[config.mk]
export PLATFORM = sky130hd
export DESIGN_NAME = ring_nic
export DESIGN_NICKNAME = d
export VERILOG_FILES = /design/src/rtl/ring_nic.sv
export SDC_FILE = /design/constraint.sdc
export NUM_CORES = 1
export LEC_CHECK = 0
export ABC_AREA = 0
export BUFFER_PORTS_ARGS = -buffer_cell sky130_fd_sc_hd__clkbuf_2
export CAP_MARGIN = 10
export CORE_ASPECT_RATIO = 0.5
export CORE_MARGIN = 2
export CORE_UTILIZATION = 35
export CTS_CLUSTER_DIAMETER = 100
export DETAILED_ROUTE_END_ITERATION = 10
export GPL_ROUTABILITY_DRIVEN = 0
export SLEW_MARGIN = 20
export SYNTH_ARGS = -nofsm -noshare
export SYNTH_HDL_FRONTEND = slang
export SYNTH_SLANG_ARGS = --single-unit
[constraint.sdc]
create_clock -name clk -period 11.3 [get_ports clk]
set_input_delay 0.565 -clock clk [delete_from_list [all_inputs] [get_ports clk]]
set_output_delay 0.565 -clock clk [all_outputs]
set_load 0.005 [all_outputs]
[src/rtl/ring_nic.sv]
// Ring network interface: one-entry input and output packet buffers exposed to the
// processor as four 64-bit registers, with a VC-polarity-gated send/ready router handshake.
module ring_nic (
    input  logic        clk,
    input  logic        reset,
    input  logic [0:1]  addr,
    input  logic [0:63] d_in,
    output logic [0:63] d_out,
    input  logic        nicEn,
    input  logic        nicWrEn,
    input  logic        net_si,
    output logic        net_ri,
    input  logic [0:63] net_di,
    output logic        net_so,
    input  logic        net_ro,
    output logic [0:63] net_do,
    input  logic        net_polarity
);

    typedef enum logic [1:0] {
        REG_IN_BUF     = 2'b00,
        REG_IN_STATUS  = 2'b01,
        REG_OUT_BUF    = 2'b10,
        REG_OUT_STATUS = 2'b11
    } reg_sel_e;

    logic [0:63] in_buf_q,  in_buf_d;
    logic        in_full_q, in_full_d;
    logic [0:63] out_buf_q,  out_buf_d;
    logic        out_full_q, out_full_d;
    logic [0:63] d_out_q,   d_out_d;

    logic     rd_en;
    logic     wr_en;
    reg_sel_e sel;

    assign rd_en = nicEn & ~nicWrEn;
    assign wr_en = nicEn & nicWrEn;
    assign sel   = reg_sel_e'(addr);

    assign net_ri = ~in_full_q;
    // Packet bit 0 (the MSB here) carries the virtual channel the packet travels on.
    assign net_so = out_full_q & net_ro & (out_buf_q[0] == net_polarity);
    assign net_do = out_buf_q;
    assign d_out  = d_out_q;

    always_comb begin
        // NOTE: every _d starts at its current _q so no path leaves it unassigned (no latches).
        in_buf_d   = in_buf_q;
        in_full_d  = in_full_q;
        out_buf_d  = out_buf_q;
        out_full_d = out_full_q;
        d_out_d    = d_out_q;

        if (net_si && net_ri) begin
            in_buf_d  = net_di;
            in_full_d = 1'b1;
        end

        if (rd_en) begin
            unique case (sel)
                REG_IN_BUF: begin
                    d_out_d = in_buf_q;
                    if (in_full_q) in_full_d = 1'b0;
                end
                REG_IN_STATUS:  d_out_d = {63'b0, in_full_q};
                REG_OUT_BUF:    d_out_d = out_buf_q;
                REG_OUT_STATUS: d_out_d = {63'b0, out_full_q};
            endcase
        end

        // A store into a full output buffer is dropped; a send can only happen while full,
        // so the two updates below never collide.
        if (wr_en && sel == REG_OUT_BUF && !out_full_q) begin
            out_buf_d  = d_in;
            out_full_d = 1'b1;
        end

        if (net_so) out_full_d = 1'b0;
    end

    // NOTE: sequential state uses non-blocking assignments so all flops update together.
    always_ff @(posedge clk or posedge reset) begin
        if (reset) begin
            in_buf_q   <= '0;
            in_full_q  <= 1'b0;
            out_buf_q  <= '0;
            out_full_q <= 1'b0;
            d_out_q    <= '0;
        end else begin
            in_buf_q   <= in_buf_d;
            in_full_q  <= in_full_d;
            out_buf_q  <= out_buf_d;
            out_full_q <= out_full_d;
            d_out_q    <= d_out_d;
        end
    end

endmodule

== Yosys cells after proc, flatten, opt, wreduce, memory -nomap -nowiden ==
Cells that the tools add are included.
Storage, ports and cells
  word-level logic and storage cells: 28
  flip-flop bits (word level): 194
  input port bits: 137
  output and inout bits: 130
Cells by class
  bitwise gates (word level): 6
  reductions and logical operators: 6
  multiplexer cells: 7
  equal/unequal tests: 4
Operators by type and width (count)
  $pmux 64 s4: 1
  $mux 1: 6
  $and 1x1->1: 4
  $eq 2x2->1 const B: 2
  $logic_and 1x1->1: 3
  $eq 2x1->1 const B: 1
  $logic_not 2->1: 1
  $not 1->1: 2
  $reduce_bool 2->1: 1
  $eq 1x1->1: 1
  $logic_not 1->1: 1

== Longest topological paths before layout ==
  depth in word-level cells: 6
  gate-level depth with buffers: 5
  mapped depth without buffers: 3

== Worst setup path after synthesis ==
Ideal clock, no wire load.
  path type: input -> register
  start: in addr[1] (netlist bit)
  end: reg out_buf_q (netlist bit net_do[37])
  path buffers: 1
  cell stages on the path: 4
  arrival time: 1.520 ns
  slack: 9.655 ns
  setup time: 0.125 ns
  data required time: 11.175 ns
  path through: nand4b_2 -> nor2_8 -> buf_6 -> mux2_2
On the way
  word-level cells in the longest chain between the ends: 3
RTL lines
  start, declared: line 6  | input logic [0:1] addr,
  $eq 2x2->1: line 74  | if (wr_en && sel == REG_OUT_BUF && !out_full_q) begin
  $logic_and 1x1->1 (2 in series): line 74
  end signal, assigned: line 93  | out_buf_q <= out_buf_d;
  end, declared: line 29  | logic [0:63] out_buf_q, out_buf_d;
Every way passes these cells.
A chain may end at the register's enable or synchronous reset.

== Final worst setup path ==
  start: reg in_full_q
  end: reg in_buf_q[9] (netlist bit)
On the way
  word-level cells in the longest chain between the ends: 2
RTL lines
  start, declared: line 28  | logic in_full_q, in_full_d;
  start signal, assigned: line 92  | in_full_q <= in_full_d;
  $not 1->1: line 41  | assign net_ri = ~in_full_q;
  $logic_and 1x1->1: line 55  | if (net_si && net_ri) begin
  end signal, assigned: line 91  | in_buf_q <= in_buf_d;
  end, declared: line 27  | logic [0:63] in_buf_q, in_buf_d;
Every way passes these cells.

==> results.tsv <==
metric	value	unit
drt.antenna.violating_nets	0	
synth_edf_count	0	
r2r_start	in_full_q$_DFF_PP0_	
dp_hpwl	13200	um
grt_pass1_wl	29400	um
io_pins	267	
grt_pass1_vias	5302	
yosysTopAreaCellShare	62.2	%
setup_violations	0	
drive_above_1_share	50.4	%
slowest_delay	0.67	ns
path_cells	nor2b_4 > buf_4 > mux2_2	
r2r_cells	3	
synth_fp_nets	697	
tightestPinTransition	0.928	ns
final_cell_mix	clkbuf_2, dfrtp_1, mux2_2, mux2i_1, nand2_1	
yosysUniqueCellTypes	22	
fin_skew	0.00869	ns
cts_buffer_depth	2	
synthSimpleGateAreaFrac	3.88	%
drc	0	
synth_top_area_cell	dfrtp_1	
critPathCaptureType	flip-flop	
required	11.62	ns
seqPwrFrac	48.7	%
max_cap_viol_count	0	
cts_buffers	17	
root_buffer	clkbuf_16	
netlist_area	7810	um^2
yosysWarnings	0	
start_kind	flip-flop	
die_x	215	um
grt_overflow	0	
synthMuxAreaShare	27.0	%
clock-sinks	194	
antenna_found_initial	0	
worstPathArrival	2.60	ns
period_share	20.2	%
initial_core_util	35.9	%
power_frac_comb	27.3	%
routed_wirelength	19200	um
syn_inst	560	
leakage	0.00494	uW
cts-resized-gates	0	
r2r_slack	9.02	ns
crit_family	buffers and inverters	
total_power	2430	uW
power.density	244	nW/um^2
hold_violations	0	
post_drt_wl_per_cell	17.0	um
slew_violations	0	
ys_seq_elements	194	
cts_max_level	4	
area_growth	27.4	%
synth_top_family_by_area	multiplexers	
synth.yosys.seq_area_share	62.2	%
holdBufCountCts	0	
coreArea	21800	um^2
min_period	2.28	ns
min-delay-path-class	in -> async	
synth-adder-area-share	0	%
cts_tree	built	
antenna_cells	0	
max_freq	439	MHz
avgSynthCellArea	13.9	um^2
viasPerCell	4.72	
drt-initial-drc-count	226	
dieArea	23600	um^2
cp_num_buf_inv	1	
crit_start	in_full_q$_DFF_PP0_	
dr.pass1.iters	4	
layout.cells.most_common	clkbuf_2	
synth_async_sr_flop_share	100	%
place.port_buffers	266	
p_clk_share	24.0	%
rows	38	
outcome	complete, no violations	
swShare	29.8	%
vias	5332	
die_h	110	um
insertion_delay	0.45	ns
critPathSlowestCell	buf_4	
finalSetupTns	0	ns
worstPathMaxFanout	43	
synth_compound_area_share	4.20	%
path_class	reg -> reg	
ys.flop_type	dfrtp_1	
peakVddDrop	102	uV
p_switching	724	uW
fill_cells	2070	
internal-power	1700	uW
rr_endpoint	in_buf_q[9]$_DFFE_PP0P_	
post-cts-setup-buffer-count	0	
max-slew-margin-rel	38.2	%
cp.depth	3	
synth_xor_area_share	0.112	%
grt.total_usage	16.6	%
grt_max_degree	115	
path_clk_slew	0.07	ns
layout.nets	954	
cp-endpoint	in_buf_q[9]$_DFFE_PP0P_	
netlist_top_cells_area	dfrtp_1, mux2_2, mux2i_1	
rsz0062_at_grt	no	
[synth_stat cells, drive strengths merged (2+ instances only)]
cell type	count
nand2	63
nand2b	2
o21ai	63
dfrtp	194
clkbuf	12
mux2	129
mux2i	63
buf	22
inv	3
[worst register-to-register path, delay by kind of cell, from the launching register on]
| family | cells | cell delay (ns) |
|---|---|---|
| buffers and inverters | 1 | 0.68 |
| DFF | 1 | 0.45 |
| muxes | 1 | 0.43 |
| and+or+nand+nor | 1 | 0.60 |
[power groups by stage]
stage	logic (uW)	clock network [uW]	registers, uW
finish	662	583	1180
global placement	660	0	1190
global route	734	631	1220
floorplan	385	0	1170
detailed placement	677	0	1200
CTS	678	602	1190
[kinds of logic after synthesis]
logic type	Yosys count
AO/OA/AOI/OAI	65
AND/OR/NAND/NOR	70
multiplexers	193
flip-flops	194
XOR/XNOR	1
buffers and inverters	37
[stage by stage]
step	std cells	util [%]	worst slack [ns]	hold WS, ns	area [um^2]
2_1_floorplan	560	-	5.45	0.473	7810
3_3_place_gp	1098	43.1	8.56	0.465	9380
3_5_place_dp	1098	43.1	8.53	0.471	9380
4_1_cts	1130	45.7	9.00	0.302	9940
5_1_grt	1130	45.7	8.89	0.312	9950
6_report	1130	45.7	9.02	0.260	9950
[flip-flops by register name, indices dropped and copies added, names as in the netlist]
register	flops
out_full_q	1
in_full_q	1
net_do	64
in_buf_q	64
d_out	64
[per-layer routing]
layer,GRT usage [%],wire length (um),vias up
li1,-,-,2472
met1,20.0,8070,2747
met2,28.9,10200,92
met3,3.71,633,21
met4,7.59,369,0
met5,0,0,-
[final cells by class]
type                            count  area [um^2]  area share, %
Clock buffer                       23          478           4.81
Sequential cell                   194         4850           48.8
Tap cell                          300          375           3.77
Inverter                            3         18.8          0.189
Multi-Input combinational cell    329         2760           27.7
Clock inverter                      9         81.3          0.818
Timing Repair Buffer              272         1380           13.9
[worst min path at each step]
stage	from	end	cells past startpoint
final	reset	net_do[23]$_DFFE_PP0P_	2
after global routing	d_in[23]	net_do[23]$_DFFE_PP0P_	2
after CTS	reset	net_do[23]$_DFFE_PP0P_	2
after detailed placement	d_out[53]$_DFFE_PP0P_	d_out[53]$_DFFE_PP0P_	2
after global placement	d_out[23]$_DFFE_PP0P_	d_out[23]$_DFFE_PP0P_	2
after floorplan	d_out[10]$_DFFE_PP0P_	d_out[10]$_DFFE_PP0P_	2
Note: power is estimated with default switching activity, not from simulation.
